<file path="src/rtl/fft_pkg.sv">
// Shared definitions for the FFT output-side DAC transmitter.
// FFT_DAC_OFFSET_BIN_EN selects two's-complement to offset-binary conversion at load.
package fft_pkg;
  localparam int DAC_WIDTH = 16;
  localparam int BIT_CNT_W = $clog2(DAC_WIDTH);

  typedef enum logic [1:0] {IDLE, SHIFT, HOLD} dac_state_t;

  // Word as it enters the shift register.
  function automatic logic [DAC_WIDTH-1:0] dac_load_word(input logic [DAC_WIDTH-1:0] w);
`ifdef FFT_DAC_OFFSET_BIN_EN
    return {~w[DAC_WIDTH-1], w[DAC_WIDTH-2:0]};
`else
    return w;
`endif
  endfunction
endpackage

</file>
<file path="src/rtl/fft_tick_gen.sv">
// Modulo-DIV counter producing the serial-clock half-period tick.
// Held at zero while disabled so every frame starts on a full half-period.
module fft_tick_gen #(
  parameter int DIV = 4
) (
  input  logic clk,
  input  logic rst,
  input  logic en,
  output logic tick
);
  localparam int CW = (DIV > 1) ? $clog2(DIV) : 1;
  localparam logic [CW-1:0] LAST = CW'(DIV - 1);

  logic [CW-1:0] cnt;

  assign tick = en && (cnt == LAST);

  always_ff @(posedge clk or posedge rst) begin
    if (rst)               cnt <= '0;
    else if (!en || tick)  cnt <= '0;
    else                   cnt <= cnt + 1'b1;
  end
endmodule

</file>
<file path="src/rtl/fft_dac_tx.sv">
// Three-wire serial DAC transmitter: one 16-bit word per handshake, MSB first.
// Build option FFT_DAC_OFFSET_BIN_EN (see fft_pkg) flips the sign bit at load.
module fft_dac_tx
  import fft_pkg::*;
#(
  parameter int DIV     = 4,
  parameter int CS_HOLD = 2
) (
  input  logic                 iCLK,
  input  logic                 iRESET,
  input  logic [DAC_WIDTH-1:0] iDATA,
  input  logic                 iVALID,
  output logic                 oREADY,
  output logic                 oDONE,
  output logic                 oDAC_DATA,
  output logic                 oDAC_CS,
  output logic                 oDAC_CLK
);
  localparam int HW = (CS_HOLD > 1) ? $clog2(CS_HOLD) : 1;
  localparam logic [HW-1:0]        HOLD_LAST = HW'(CS_HOLD - 1);
  localparam logic [BIT_CNT_W-1:0] BIT_LAST  = BIT_CNT_W'(DAC_WIDTH - 1);

  dac_state_t           state;
  logic [DAC_WIDTH-1:0] shreg;
  logic [DAC_WIDTH-1:0] load_word;
  logic [BIT_CNT_W-1:0] bit_idx;
  logic [HW-1:0]        hold_cnt;
  logic                 tick;

  assign load_word = dac_load_word(iDATA);
  assign oREADY    = (state == IDLE);

  fft_tick_gen #(.DIV(DIV)) u_tick (
    .clk  (iCLK),
    .rst  (iRESET),
    .en   (state == SHIFT),
    .tick (tick)
  );

  always_ff @(posedge iCLK or posedge iRESET) begin
    if (iRESET) begin
      state     <= IDLE;
      shreg     <= '0;
      bit_idx   <= '0;
      hold_cnt  <= '0;
      oDONE     <= 1'b0;
      oDAC_DATA <= 1'b0;
      oDAC_CS   <= 1'b1;
      oDAC_CLK  <= 1'b0;
    end else begin
      case (state)
        IDLE: if (iVALID) begin
          // MSB goes straight to the pin; the register holds the remaining bits.
          state     <= SHIFT;
          oDAC_DATA <= load_word[DAC_WIDTH-1];
          shreg     <= {load_word[DAC_WIDTH-2:0], 1'b0};
          bit_idx   <= '0;
          oDAC_CS   <= 1'b0;
          oDAC_CLK  <= 1'b0;
        end
        SHIFT: if (tick) begin
          if (!oDAC_CLK) begin
            oDAC_CLK <= 1'b1;
          end else begin
            // End of a high phase: data may only move now, with the clock going low.
            oDAC_CLK <= 1'b0;
            if (bit_idx == BIT_LAST) begin
              state     <= HOLD;
              oDAC_CS   <= 1'b1;
              oDAC_DATA <= 1'b0;
              hold_cnt  <= '0;
              oDONE     <= (HOLD_LAST == '0);
            end else begin
              bit_idx   <= bit_idx + 1'b1;
              oDAC_DATA <= shreg[DAC_WIDTH-1];
              shreg     <= {shreg[DAC_WIDTH-2:0], 1'b0};
            end
          end
        end
        HOLD: begin
          if (hold_cnt == HOLD_LAST) begin
            state <= IDLE;
            oDONE <= 1'b0;
          end else begin
            hold_cnt <= hold_cnt + 1'b1;
            oDONE    <= ((hold_cnt + 1'b1) == HOLD_LAST);
          end
        end
        default: state <= IDLE;
      endcase
    end
  end
endmodule

</file>
<file path="config.mk">
export PLATFORM = sky130hd
export DESIGN_NAME = fft_dac_tx
export DESIGN_NICKNAME = d
export VERILOG_FILES = /design/src/rtl/fft_pkg.sv /design/src/rtl/fft_tick_gen.sv /design/src/rtl/fft_dac_tx.sv
export SDC_FILE = /design/constraint.sdc
export NUM_CORES = 1
export LEC_CHECK = 0
export ABC_AREA = 1
export CAP_MARGIN = 10
export CORE_AREA = 3 3 54 94
export CTS_CLUSTER_SIZE = 8
export DETAILED_ROUTE_END_ITERATION = 10
export DIE_AREA = 0 0 57 97
export HOLD_SLACK_MARGIN = 0.05
export RECOVER_POWER = 50
export SYNTH_ARGS = -nofsm -noshare
export SYNTH_HDL_FRONTEND = slang
export SYNTH_SLANG_ARGS = --single-unit
</file>
<file path="constraint.sdc">
create_clock -name iCLK -period 2.1 [get_ports iCLK]
set_input_delay 0.42 -clock iCLK [delete_from_list [all_inputs] [get_ports iCLK]]
set_output_delay 0.42 -clock iCLK [all_outputs]
set_load 0.1 [all_outputs]
</file>
==> summary.md <==
| Metric | Value |
|---|---|
| Comb pwr share | `0.051` |
| Min cycle time layout | `1.569 ns` |
| Clk_skew | `approximately 0.0075 ns` |
| CP Launch Type | `flip-flop` |
| Post-synthesis sequential area ratio | `0.4633` |
| I/O Pins | `24` |
| Via count | `1200` |
| Synth top cells by count | `nand2_1, dfrtp_1, nand2_2` |
| Core ar. | `0.004404 mm2` |
| Final instance area | `0.001829 mm2` |
| Final Max Tran Viols | `0` |
| Peak VDD IR | `0.3585 mV` |
| Main area contributors after synthesis | `dfrtp_1, nand2_1, nand2_2` |
| FMAX | `637.3 MHz` |
| CP bufs+invs | `1` |
| Slew HR | `0.5300` |
| Post_cts resized | `0` |
| Mapped Nets | `between 200 and 250` |
| Placement Cell Area | `between 0.0015 and 0.002 mm2` |
| WL/cell | `11.45 um` |
| Delay-heaviest family, CP | `flip-flops` |
| GP Congestion | `0.7629` |
| Post-Syn Area | `0.001515 mm2` |
| GRT Total Usage | `0.1196` |
| Xor/xnor cell area share of the yosys netlist | `0` |
| Ys async rst share | `1.000` |
| RSZ-0062 raised after global routing | `false` |
| Post-synth top area cell | `dfrtp_1` |
| CP Cell Sequence | `nor2_2 -> buf_12` |
| CTS Sinks | `28` |
| Post-CTS setup buffers | `0` |
| Final non-filler cell total | `269` |
| Number of setup violations in the final report | `0` |
| Skew-Pair Late Insertion Delay | `0.27 ns` |
| DRT iter0 DRCs | `40` |
| Via-to-Cell Ratio | `4.461` |
| Psw | `roughly 180 uW` |
| Final worst path period share | `0.7472` |
| Mux share of post-synthesis cell area | `0` |
| Kind of critical path | `reg -> out` |
| Initial Util | `0.3440` |
| Post-route ant nets | `0` |
| Outcome | `completed` |
| I/O Buffers | `23` |
| Int Power | `703.9 uW` |
| Count of final hold-check violations | `0` |
| Hold_buf cts | `0` |
| Dominant synthesized flop cell | `dfrtp_1` |
| Num CTS Buffers | `3` |
| Clock root buffer master | `clkbuf_8` |
| # diodes | `0` |
| Worst Hold Class | `reg -> reg` |
| DP Wirelength | `2193 um` |
| Slew @ Worst Pin | `between 0.7 and 0.8 ns` |
| Post-Synth Adder-Cell Area | `0.01652` |
| Clock power share | `0.337` |
| Synth Warn # | `0` |
| # rows | `32` |
| CP max stage delay | `0.49 ns` |
| Worst path slowest cell | `dfrtp_1` |
| Pin count of the biggest net entering global routing | `29` |
| EDFF count, synth | `0` |
| Total global routing overflow | `0` |
| Antenna violations before repair | `0` |
| Util after Layout | `0.4153` |
| Die H | `97 um` |
| Die W | `roughly 57 um` |
| Area growth, synth to finish | `20.73%` |
| CP endpoint kind | `output port` |
| Post-Synthesis Cells | `194` |
| Area of the multi-input gates | `726.9 um2` |
| Fillers | `between 400 and 500` |
| Sw Ratio | `0.2003` |
| Clock transition at path regs | `0.10 ns` |
| Syn_area_per_cell | `7.810 um2` |
| Crit Path Max Fanout | `6` |
| 1st-pass router iterations | `4` |
| Maximum clock insertion buffer count | `2` |
| Flop pwr share | `0.612` |
| TritonCTS clock tree | `done` |
| Area share of the largest cell type after synthesis | `0.4459` |
| Synth cell types | `24` |
| Largest family of logic cells by synthesized area | `simple AND/OR/NAND/NOR gates` |
| # nets final | `240` |
| Max_cap viols | `0` |
| Count leader, synth | `nand2_1` |
| Compound-Gate Fraction of Synth Area | `0.01404` |
| Reg area | `701.9 um2` |
| CTS H-Tree Depth | `1` |
| First-pass GRT wire length | `5333 um` |
| Remaining DRCs | `0` |
| Simple-gate share of the synthesized area | `0.4476` |
| Layout cells sized above 1 | `0.1972` |
| Placed cells | `~270` |
| Routed wire length | `3081 um` |
| CP arrival | `~1.2 ns` |
| Pwr/cell area | `481.2 mW/mm2` |
| CP required | `1.68 ns` |
| Number of synthesized register bits | `28` |
| Overall die area | `0.005529 mm2` |
| Setup TNS | `0 ns` |
| Static Leak | `0.0009925 uW` |
| Vias in the first global route | `1223` |
==> path summary, 6_finish.rpt <==
check                           depth (start not counted)  slack (ns)                      end                     from
worst min-delay path                                    1        0.43  u_tick.cnt[0]$_DFF_PP0_  u_tick.cnt[0]$_DFF_PP0_
worst max register to register                          7        0.55     shreg[6]$_DFFE_PP0P_     state[1]$_DFFE_PP0P_
worst max-delay path                                    2        0.53                   oREADY     state[0]$_DFFE_PP0P_
min in group asynchronous                               3        0.78   bit_idx[3]$_DFFE_PP0P_                   iRESET
worst min register to register                          1        0.43  u_tick.cnt[0]$_DFF_PP0_  u_tick.cnt[0]$_DFF_PP0_
max in group asynchronous                               3        0.87    shreg[11]$_DFFE_PP0P_                   iRESET
==> cell type report <==
class / count / share of cell area
Clock buffer: 4 / 0.02462
Timing Repair Buffer: 24 / 0.1354
Tap cell: 51 / 0.03488
Sequential cell: 28 / 0.3837
Multi-Input combinational cell: 151 / 0.3974
Inverter: 11 / 0.02394
==> logic make-up after synthesis <==
family	count (synthesis)
buf+inv	15
compound gates	4
simple gates	145
flops	28
fa+ha+maj	2
==> placed cells by master, fill, tap and decap left out <==
master / n
a21oi_1: 2
a31oi_1: 1
buf_12: 2
buf_4: 3
clkbuf_1: 1
clkbuf_2: 1
clkbuf_8: 3
clkdlybuf4s50_1: 17
dfrtp_1: 27
dfstp_2: 1
dlygate4sd3_1: 1
ha_1: 2
inv_1: 9
inv_2: 1
inv_4: 1
nand2_1: 96
nand2_2: 21
nand2_4: 2
nand3_1: 6
nand3_2: 1
nand3_4: 1
nor2_1: 11
nor2_2: 2
nor2_4: 2
nor2_8: 1
o21ai_0: 1
or2_1: 1
or2_2: 1
==> sequential cells by signal, summed over array words and instances, names as in the netlist <==
| name | count |
|---|---|
| hold_cnt | 1 |
| oDAC_CLK | 1 |
| shreg | 15 |
| oDAC_CS | 1 |
| state | 2 |
| oDAC_DATA | 1 |
| bit_idx | 4 |
| oDONE | 1 |
| u_tick.cnt | 2 |
==> stage by stage <==
| stage | worst slack (ns) | hold WS, ns | power (uW) |
|---|---|---|---|
| finish | 0.5310 | 0.4347 | 880.2 |
| floorplan | 0.3316 | 0.4074 | 557.4 |
| detailed placement | 0.3364 | 0.4267 | 596.2 |
| global placement | 0.3633 | 0.4251 | 596.1 |
| CTS | 0.5239 | 0.4402 | 896.3 |
| global route | 0.4263 | 0.4691 | 916.5 |
==> power by group through the flow <==
| stage | combinational, uW | clock, uW | sequential [uW] |
|---|---|---|---|
| after global placement | 46.7 | 0 | 549 |
| after CTS | 47.1 | 310 | 539 |
| final | 44.6 | 297 | 539 |
| after floorplan | 7.99 | 0 | 549 |
| after global routing | 48.9 | 329 | 539 |
| after detailed placement | 46.8 | 0 | 549 |
==> routing by layer <==
metal	vias up	global-route usage	wire (um)	part of all wire
li1	635	-	-	-
met1	548	0.1349	1312	0.43
met2	13	0.2203	1653	0.54
met3	4	0.01202	68	0.022
met4	0	0.04821	46	0.015
met5	-	0	0	0
(Power assumes the default switching activity.)
